[config.mk]
export PLATFORM = sky130hd
export DESIGN_NAME = adc_sar_logic_flat
export DESIGN_NICKNAME = d
export VERILOG_FILES = /design/src/rtl/adc_sar_logic_if.sv /design/src/rtl/adc_sar_logic.sv /design/src/flat_wrapper.sv
export SDC_FILE = /design/constraint.sdc
export NUM_CORES = 1
export LEC_CHECK = 0
export CORE_MARGIN = 2
export CORE_UTILIZATION = 47
export CTS_CLUSTER_SIZE = 30
export DETAILED_ROUTE_END_ITERATION = 8
export GPL_TIMING_DRIVEN = 0
export PLACE_DENSITY = 0.71
export SLEW_MARGIN = 20
export SYNTH_ARGS = -nofsm -noshare
export SYNTH_HDL_FRONTEND = slang
export SYNTH_SLANG_ARGS = --single-unit
[constraint.sdc]
create_clock -name clk -period 1.95 [get_ports clk]
set_input_delay 0.195 -clock clk [delete_from_list [all_inputs] [get_ports clk]]
set_output_delay 0.195 -clock clk [all_outputs]
set_load 0.02 [all_outputs]
[src/rtl/adc_sar_logic_if.sv]
// Signal bundle between the SAR sequencer and its comparator / DAC decoder neighbours.
// The master modport is the sequencer side; slave is the analog-front-end side.
interface adc_sar_logic_if #(
  parameter int N_BITS = 12
);
  logic              start_i;
  logic              comp_i;
  logic              sample_o;
  logic              comp_latch_o;
  logic [N_BITS-1:0] data_o;
  logic [N_BITS-1:0] result_o;
  logic              result_valid_o;
  logic              busy_o;

  modport master (
    input  start_i, comp_i,
    output sample_o, comp_latch_o, data_o, result_o, result_valid_o, busy_o
  );

  modport slave (
    output start_i, comp_i,
    input  sample_o, comp_latch_o, data_o, result_o, result_valid_o, busy_o
  );
endinterface

[src/rtl/adc_sar_logic.sv]
// SAR ADC control: sample, then a bit-serial binary search driving the DAC decoder code.
// Define ADC_SAR_CONTINUOUS_EN to restart conversions back-to-back while start_i stays high.
module adc_sar_logic #(
  parameter int N_BITS        = 12,
  parameter int SAMPLE_CYCLES = 4,
  parameter int SETTLE_CYCLES = 1
) (
  input  logic            clk,
  input  logic            rst,
  adc_sar_logic_if.master bus
);

  localparam int IDX_W   = (N_BITS > 1) ? $clog2(N_BITS) : 1;
  localparam int CNT_MAX = (SAMPLE_CYCLES > SETTLE_CYCLES) ? SAMPLE_CYCLES : SETTLE_CYCLES;
  localparam int CNT_W   = $clog2(CNT_MAX + 1);

  localparam logic [CNT_W-1:0]  SAMPLE_LOAD = CNT_W'(SAMPLE_CYCLES - 1);
  localparam logic [CNT_W-1:0]  SETTLE_LOAD = CNT_W'((SETTLE_CYCLES > 0) ? SETTLE_CYCLES - 1 : 0);
  localparam logic [IDX_W-1:0]  IDX_TOP     = IDX_W'(N_BITS - 1);
  localparam logic [N_BITS-1:0] MSB_CODE    = N_BITS'(1) << (N_BITS - 1);
  localparam bit                SKIP_SETTLE = (SETTLE_CYCLES == 0);

  typedef enum logic [2:0] {
    IDLE,
    SAMPLE,
    SETTLE,
    STROBE,
    DECIDE,
    DONE
  } state_t;

  state_t            state, state_next;
  logic [CNT_W-1:0]  cnt, cnt_next;
  logic [IDX_W-1:0]  idx, idx_next;
  logic              sample_q, sample_next;
  logic              latch_q, latch_next;
  logic [N_BITS-1:0] data_q, data_next;
  logic [N_BITS-1:0] result_q, result_next;
  logic              valid_q, valid_next;
  logic              busy_q, busy_next;

  // Every output is computed one step ahead so it is registered alongside the state.
  always_ff @(posedge clk or posedge rst) begin
    if (rst) begin
      state    <= IDLE;
      cnt      <= '0;
      idx      <= IDX_TOP;
      sample_q <= 1'b0;
      latch_q  <= 1'b0;
      data_q   <= '0;
      result_q <= '0;
      valid_q  <= 1'b0;
      busy_q   <= 1'b0;
    end else begin
      state    <= state_next;
      cnt      <= cnt_next;
      idx      <= idx_next;
      sample_q <= sample_next;
      latch_q  <= latch_next;
      data_q   <= data_next;
      result_q <= result_next;
      valid_q  <= valid_next;
      busy_q   <= busy_next;
    end
  end

  // Next-state and next-output logic; the comparator strobe and valid are single-cycle pulses.
  always_comb begin
    state_next  = state;
    cnt_next    = cnt;
    idx_next    = idx;
    sample_next = sample_q;
    latch_next  = 1'b0;
    data_next   = data_q;
    result_next = result_q;
    valid_next  = 1'b0;

    case (state)
      IDLE: begin
        if (bus.start_i) begin
          state_next  = SAMPLE;
          cnt_next    = SAMPLE_LOAD;
          sample_next = 1'b1;
          data_next   = MSB_CODE;
        end
      end

      SAMPLE: begin
        if (cnt == '0) begin
          sample_next = 1'b0;
          if (SKIP_SETTLE) begin
            state_next = STROBE;
            latch_next = 1'b1;
          end else begin
            state_next = SETTLE;
            cnt_next   = SETTLE_LOAD;
          end
        end else begin
          cnt_next = cnt - 1'b1;
        end
      end

      SETTLE: begin
        if (cnt == '0) begin
          state_next = STROBE;
          latch_next = 1'b1;
        end else begin
          cnt_next = cnt - 1'b1;
        end
      end

      STROBE: begin
        state_next = DECIDE;
      end

      // Comparator is only trusted here, one cycle after the strobe.
      DECIDE: begin
        if (!bus.comp_i) begin
          data_next[idx] = 1'b0;
        end
        if (idx != '0) begin
          data_next[idx - 1'b1] = 1'b1;
          idx_next              = idx - 1'b1;
          if (SKIP_SETTLE) begin
            state_next = STROBE;
            latch_next = 1'b1;
          end else begin
            state_next = SETTLE;
            cnt_next   = SETTLE_LOAD;
          end
        end else begin
          state_next  = DONE;
          result_next = data_next;
          valid_next  = 1'b1;
        end
      end

      DONE: begin
        idx_next = IDX_TOP;
`ifdef ADC_SAR_CONTINUOUS_EN
        if (bus.start_i) begin
          state_next  = SAMPLE;
          cnt_next    = SAMPLE_LOAD;
          sample_next = 1'b1;
          data_next   = MSB_CODE;
        end else begin
          state_next = IDLE;
        end
`else
        state_next = IDLE;
`endif
      end

      default: begin
        state_next = IDLE;
      end
    endcase

    busy_next = (state_next != IDLE);
  end

  assign bus.sample_o       = sample_q;
  assign bus.comp_latch_o   = latch_q;
  assign bus.data_o         = data_q;
  assign bus.result_o       = result_q;
  assign bus.result_valid_o = valid_q;
  assign bus.busy_o         = busy_q;

endmodule

[src/flat_wrapper.sv]
// flat-port wrapper written by rule: the top's interface ports become plain ports
module adc_sar_logic_flat 
#(
  parameter int N_BITS        = 12,
  parameter int SAMPLE_CYCLES = 4,
  parameter int SETTLE_CYCLES = 1
)
  (clk, rst, bus_start_i, bus_comp_i, bus_sample_o, bus_comp_latch_o, bus_data_o, bus_result_o, bus_result_valid_o, bus_busy_o);
  adc_sar_logic_if #(.N_BITS(N_BITS)) bus_i ();
  input  logic clk;
  input  logic rst;
  input wire logic [$bits(bus_i.start_i)-1:0] bus_start_i;
  input wire logic [$bits(bus_i.comp_i)-1:0] bus_comp_i;
  output wire logic [$bits(bus_i.sample_o)-1:0] bus_sample_o;
  output wire logic [$bits(bus_i.comp_latch_o)-1:0] bus_comp_latch_o;
  output wire logic [$bits(bus_i.data_o)-1:0] bus_data_o;
  output wire logic [$bits(bus_i.result_o)-1:0] bus_result_o;
  output wire logic [$bits(bus_i.result_valid_o)-1:0] bus_result_valid_o;
  output wire logic [$bits(bus_i.busy_o)-1:0] bus_busy_o;
  assign bus_i.start_i = bus_start_i;
  assign bus_i.comp_i = bus_comp_i;
  assign bus_sample_o = bus_i.sample_o;
  assign bus_comp_latch_o = bus_i.comp_latch_o;
  assign bus_data_o = bus_i.data_o;
  assign bus_result_o = bus_i.result_o;
  assign bus_result_valid_o = bus_i.result_valid_o;
  assign bus_busy_o = bus_i.busy_o;
  adc_sar_logic #(.N_BITS(N_BITS), .SAMPLE_CYCLES(SAMPLE_CYCLES), .SETTLE_CYCLES(SETTLE_CYCLES)) u_core (.clk(clk), .rst(rst), .bus(bus_i));
endmodule
# --- Yosys cells after proc, flatten, opt, wreduce, memory -nomap -nowiden ---
# Index checks and enable logic that the tools add are counted.
classes:
  add_sub_neg: 2
  magnitude_cmp: 4
  n_eq_ne: 9
  muxes: 28
  bitwise: 4
  n_reduce_logical: 15
op_table:
  columns: ["operator", "count"]
  rows:
  - ["2-to-1 mux 12 bit", 4]
  - ["2-to-1 mux 3 bit", 8]
  - ["one-hot mux 12 bit (2 select lines)", 1]
  - ["one-hot mux 3 bit (5 select lines)", 1]
  - ["AND 12 bit", 1]
  - ["NOT 12 bit", 1]
  - ["OR 12 bit", 1]
  - ["one-hot mux 3 bit (4 select lines)", 1]
  - ["< comparator 4 x 5 -> 1 bit (second input constant)", 2]
  - ["demux 1 bit (select 4 bit)", 2]
  - [">= comparator 4 x 1 -> 1 bit (second input constant)", 2]
  - ["2-to-1 mux 1 bit", 8]
  - ["one-hot mux 4 bit (2 select lines)", 1]
  - ["nonzero test 4 bit", 2]
  - ["== test 3 x 2 -> 1 bit (second input constant)", 2]
  - ["== test 3 bit (second input constant)", 2]
  - ["zero test 3 bit", 2]
  - ["AND reduction 2 bit", 3]
  - ["nonzero test 2 bit", 3]
  - ["2-to-1 mux 4 bit", 1]
  - ["inequality test 2 x 1 -> 1 bit (second input constant)", 2]
  - ["inequality test 2 bit (second input constant)", 2]
  - ["AND reduction 4 bit", 1]
  - ["subtractor 4 x 1 -> 4 bit (second input constant)", 1]
  - ["7 further kinds", 8]
word_totals:
  ff_bits: 38
  input_bits: 4
  out_inout_bits: 28

# --- Depth between registers and ports, before layout ---
# Gate-level depths: netlist of run 1.
logic_depth:
  word_depth: 11
  ltp_mapped: 7

# --- Worst setup path before layout of run 1 ---
# OpenSTA, ideal clock, no wires.
synth_timing:
  path_kind: "register -> register"
  startpoint: "register u_core.idx[0]"
  endpoint: "register u_core.data_q[8], in the netlist u_core.bus.data_o[8]"
  arrival_ns: 1.659
  required_ns: 1.855
  path_slack_ns: 0.196
  path_stages_with_launch: 7
  n_path_buf: 0
  synth_period_minus_slack_ns: 1.754
  path_cell_list: "dfstp_2 -> inv_1 -> ha_1 -> or4_4 -> nor2_2 -> a21oi_1 -> o31ai_1"
synth_between:
  elab_chain_cells: 11
  word_cells_on_any_way: 19
  classes_between: "add/sub: 1; order compare: 4; mux: 8; bitwise: 3; reduce/logical: 3"
synth_rtl:
  columns: ["item", "line", "text"]
  rows:
  - ["start, declared", "adc_sar_logic.sv:34", "logic [IDX_W-1:0] idx, idx_next;"]
  - ["start signal, assigned", "adc_sar_logic.sv:57", "idx <= idx_next;"]
  - ["branches (longest 9 deep; another with < comparator 4 x 5 -> 1 bit)", null, null]
  - ["2-to-1 mux 12 bit (*)", "adc_sar_logic.sv:121", "if (idx != '0) begin"]
  - ["one-hot mux 12 bit (2 select lines) (*)", "adc_sar_logic.sv:78", "case (state)"]
  - ["end signal, assigned", "adc_sar_logic.sv:60", "data_q <= data_next;"]
  - ["end, declared", "adc_sar_logic.sv:37", "logic [N_BITS-1:0] data_q, data_next;"]
# Every way passes the cells marked *. The select of a mux whose other input is x is not followed.
# A chain may end at the register's enable or synchronous reset.

# --- Final worst setup path of run 1 ---
layout_timing:
  startpoint: "register u_core.idx[1]"
  endpoint: "register u_core.data_q[8], in the netlist u_core.bus.data_o[8]"
# Same word-level chain as after synthesis.

==> results of run 1 <==
cell type report:
class / instances / area (µm²) / area share
inverters: 8 / 30.0 / 0.0114
flip-flops and latches: 38 / 955 / 0.361
well taps: 52 / 65.1 / 0.0246
clock inverters: 2 / 60.1 / 0.0227
multi-input cells: 164 / 1030 / 0.388
clock buffers: 6 / 82.6 / 0.0312
repair buffers: 33 / 343 / 0.130
plain buffers: 14 / 83.8 / 0.0317
cells in the mapped netlist (2+ instances only):
master     count  area (µm²)
ha_1           8         100
nor2_1         6        22.5
o21ai_0       42         210
nor2b_1        9        56.3
dfrtp_1       35         876
clkbuf_1       5        18.8
nand3_1        4        20.0
nand2b_1       7        43.8
buf_2          5        25.0
nor3b_1        2        15.0
inv_1          8        30.0
a2bb2oi_1      3        26.3
o21ai_1        6        30.0
o31ai_1        8        60.1
a21oi_1        8        40.0
dfstp_2        3        78.8
buf_6          3        33.8
a31oi_1        6        37.5
mux2i_1        3        30.0
nand2_1       30         113
where the power goes:
part,internal (mW),switching (mW)
registers,0.946,0.111
clock network,0.546,0.296
logic,0.531,0.767
total,2.02,1.17
kinds of logic after synthesis:
family                     after synthesis  synth area share
DFF                                     38             0.462
AOI/OAI and AO/OA                       82             0.235
muxes                                    3            0.0145
adders and majority gates                8            0.0485
xor gates and xnor gates                 1           0.00424
and+or+nand+nor                         70             0.181
buffers and inverters                   22            0.0545
timing repair:
action                                  CTS  global route
resized for setup                         5             7
pin swaps                                 0             1
endpoints found under the setup margin   22            24
buffers inserted                          0             1
critical path: cells and delay by family (launching register included):
family          cells  cell delay (ns)
fa+ha+maj           1             0.21
simple gates        2             0.56
compound gates      2             0.25
buf+inv             1             0.10
flops               1             0.59
cell usage in the layout (no fill, tap or decap), drive strengths merged, types with 2 or more instances in the layout:
master | netlist | routed
bufinv | 0 | 2
nand3 | 4 | 4
o21ai | 48 | 48
nor2 | 7 | 7
buf | 8 | 9
nor2b | 9 | 9
inv | 8 | 8
clkbuf | 6 | 12
clkdlybuf4s50 | 0 | 31
a21oi | 8 | 8
nor3b | 3 | 3
dfrtp | 35 | 35
dfstp | 3 | 3
a31oi | 6 | 6
ha | 8 | 8
a2bb2oi | 3 | 3
mux2i | 3 | 3
o31ai | 8 | 8
nand2 | 31 | 31
nand2b | 7 | 7
registers in the layout, indices dropped and copies added (netlist names):
name                       count
u_core.bus.busy_o              1
u_core.idx                     4
u_core.cnt                     3
u_core.state                   3
u_core.bus.result_valid_o      1
u_core.bus.comp_latch_o        1
u_core.bus.sample_o            1
u_core.bus.data_o             12
u_core.bus.result_o           12
routing by layer:
layer,global-route usage,vias to the layer above
li1,-,871
met1,0.301,855
met2,0.317,45
met3,0.0462,6
met4,0.0791,0
met5,0,-
through the flow:
step	cell area (µm²)	hold slack [ns]
2_1_floorplan	2060	0.322
3_5_place_dp	2460	0.470
3_3_place_gp	2440	0.460
4_1_cts	2610	0.180
5_1_grt	2650	0.212
6_report	2650	0.167
worst paths after layout:
check | startpoint | end | slack (ns) | cells after the start
hold reg to reg | u_core.bus.result_o[9] | u_core.bus.result_o[9] | 0.48 | 2
hold / removal | rst | u_core.bus.result_valid_o | 0.17 | 2
setup reg to reg | u_core.idx[1] | u_core.bus.data_o[8] | 0.14 | 6
max in group asynchronous | rst | u_core.bus.result_o[0] | 1.35 | 3
setup / recovery | u_core.idx[1] | u_core.bus.data_o[8] | 0.14 | 6
min in group clk | u_core.bus.result_o[9] | u_core.bus.result_o[9] | 0.48 | 2
==> flow_metrics.env, run 1 <==
export IMPL_end_kind="flip-flop"
export IMPL_syn_nets=236
export IMPL_grt_ovfl_total=0
export IMPL_antenna_cells=0
export IMPL_rows=24
export IMPL_ctsHtreeMaxLevel=2
export IMPL_final_antenna_net_count=0
export IMPL_drc=0
export IMPL_slowest_delay_ns=0.59
export IMPL_peakVddDrop_uv=732
export IMPL_finalCritPeriodShare=0.927
export IMPL_clockRootBuffer="clkbuf_8"
export IMPL_path_max_fanout=6
export IMPL_nFillCells=393
export IMPL_slew_violations=0
export IMPL_die_w_um=70.3
export IMPL_insertion_delay_ns=0.30
export IMPL_hold_violations=0
export IMPL_ys_seq_elements=38
export IMPL_cp_start_kind="flip-flop"
export IMPL_cts_tree="done"
export IMPL_hp_class="in -> async"
export IMPL_power_leakage_nw=1.15
export IMPL_wirelength_um=4760
export IMPL_fin_ws_ns=0.143
export IMPL_io_buffer_count=31
export IMPL_synth_warning_count=0
export IMPL_power_density_mw_per_mm2=1210
export IMPL_drt_iter0_drc=119
export IMPL_postCtsHoldBufs=0
export IMPL_synth_area_mm2=0.00206
export IMPL_drt_met1_wl_um=2270
export IMPL_synthFlopType="dfrtp_1"
export IMPL_grt_pass1_wl_um=8160
export IMPL_synth_cell_types=43
export IMPL_dp_slack_ns=-0.113
export IMPL_p_total_mw=3.20
export IMPL_async_reset_ff_frac=1.00
export IMPL_final_cell_count_no_fill=317
export IMPL_place_gp_congestion=0.869
export IMPL_synth_edff_count=0
export IMPL_chipHeight_um=70.3
export IMPL_fin_tns_setup_ns=0
export IMPL_clock_sinks=38
export IMPL_finalCriticalPeriod_ns=1.81
export IMPL_coreArea_mm2=0.00429
export IMPL_grt_max_degree=27
export IMPL_outcome="completed"
export IMPL_clkSlewWorstSetupHoldPaths_ns=0.08
export IMPL_drt_pass1_iterations=4
export IMPL_routed_top_layer="met4"
export IMPL_worst_path_max_delay_cell="dfstp_2"
export IMPL_drive_gt1_frac=0.125
export IMPL_fmax_ghz=0.553
export IMPL_synth_avg_cell_area_um2=9.22
export IMPL_crit_chain="inv_1 -> ha_2 -> or4_4 -> nor2_4 -> a21oi_2 -> o31ai_1"
export IMPL_max_slew_margin_rel=0.684
export IMPL_dieArea_mm2=0.00494
export IMPL_seq_area_frac_synth=0.462
export IMPL_tightest_slew_ns=0.467
export IMPL_final_core_util=0.616
export IMPL_wl_per_cell_um=15.0
export IMPL_cp_required_ns=2.16
export IMPL_cts_buffer_depth=2
export IMPL_initial_core_util=0.481
export IMPL_maxCapViolCount=0
export IMPL_syn_instance_count=224
export IMPL_num_vias=1777
export IMPL_dr_wl_met2_um=2200
export IMPL_critical_path_arrival_ns=2.02
export IMPL_finalClockSkew_ns=0.00773
export IMPL_num_io_pins=32
export IMPL_grtUsageTotal=0.212
export IMPL_area_growth_pct=28.1
export IMPL_grt_pass1_vias=1650
export IMPL_setup_viol=0
export IMPL_placedCellCount=308
export IMPL_viasPerCell=5.61
export IMPL_wl_met3_um=213
export IMPL_critPathKind="reg -> reg"
export IMPL_antenna_found_initial=0
export IMPL_cts_inserted_buffers=5
export IMPL_dp_hpwl_um=3450
export IMPL_nets=276
Note: power is estimated with default switching activity, not from simulation.
==> run 2: changes to the inputs <==
--- a/config.mk
+++ b/config.mk
@@ -9,6 +9,7 @@
 export CORE_UTILIZATION = 47
 export CTS_CLUSTER_SIZE = 30
 export DETAILED_ROUTE_END_ITERATION = 8
+export GPL_ROUTABILITY_DRIVEN = 1
 export GPL_TIMING_DRIVEN = 0
 export PLACE_DENSITY = 0.71
 export SLEW_MARGIN = 20
==> results of run 2 <==
Final layout, timing and power as in run 1 (identical DEF).
==> run 3: changes to the inputs <==
--- a/config.mk
+++ b/config.mk
@@ -5,8 +5,10 @@
 export SDC_FILE = /design/constraint.sdc
 export NUM_CORES = 1
 export LEC_CHECK = 0
+export CAP_MARGIN = 25
 export CORE_MARGIN = 2
 export CORE_UTILIZATION = 47
+export CTS_CLUSTER_DIAMETER = 100
 export CTS_CLUSTER_SIZE = 30
 export DETAILED_ROUTE_END_ITERATION = 8
 export GPL_ROUTABILITY_DRIVEN = 1
==> results of run 3 <==
Final layout, timing and power as in run 1 (identical DEF).
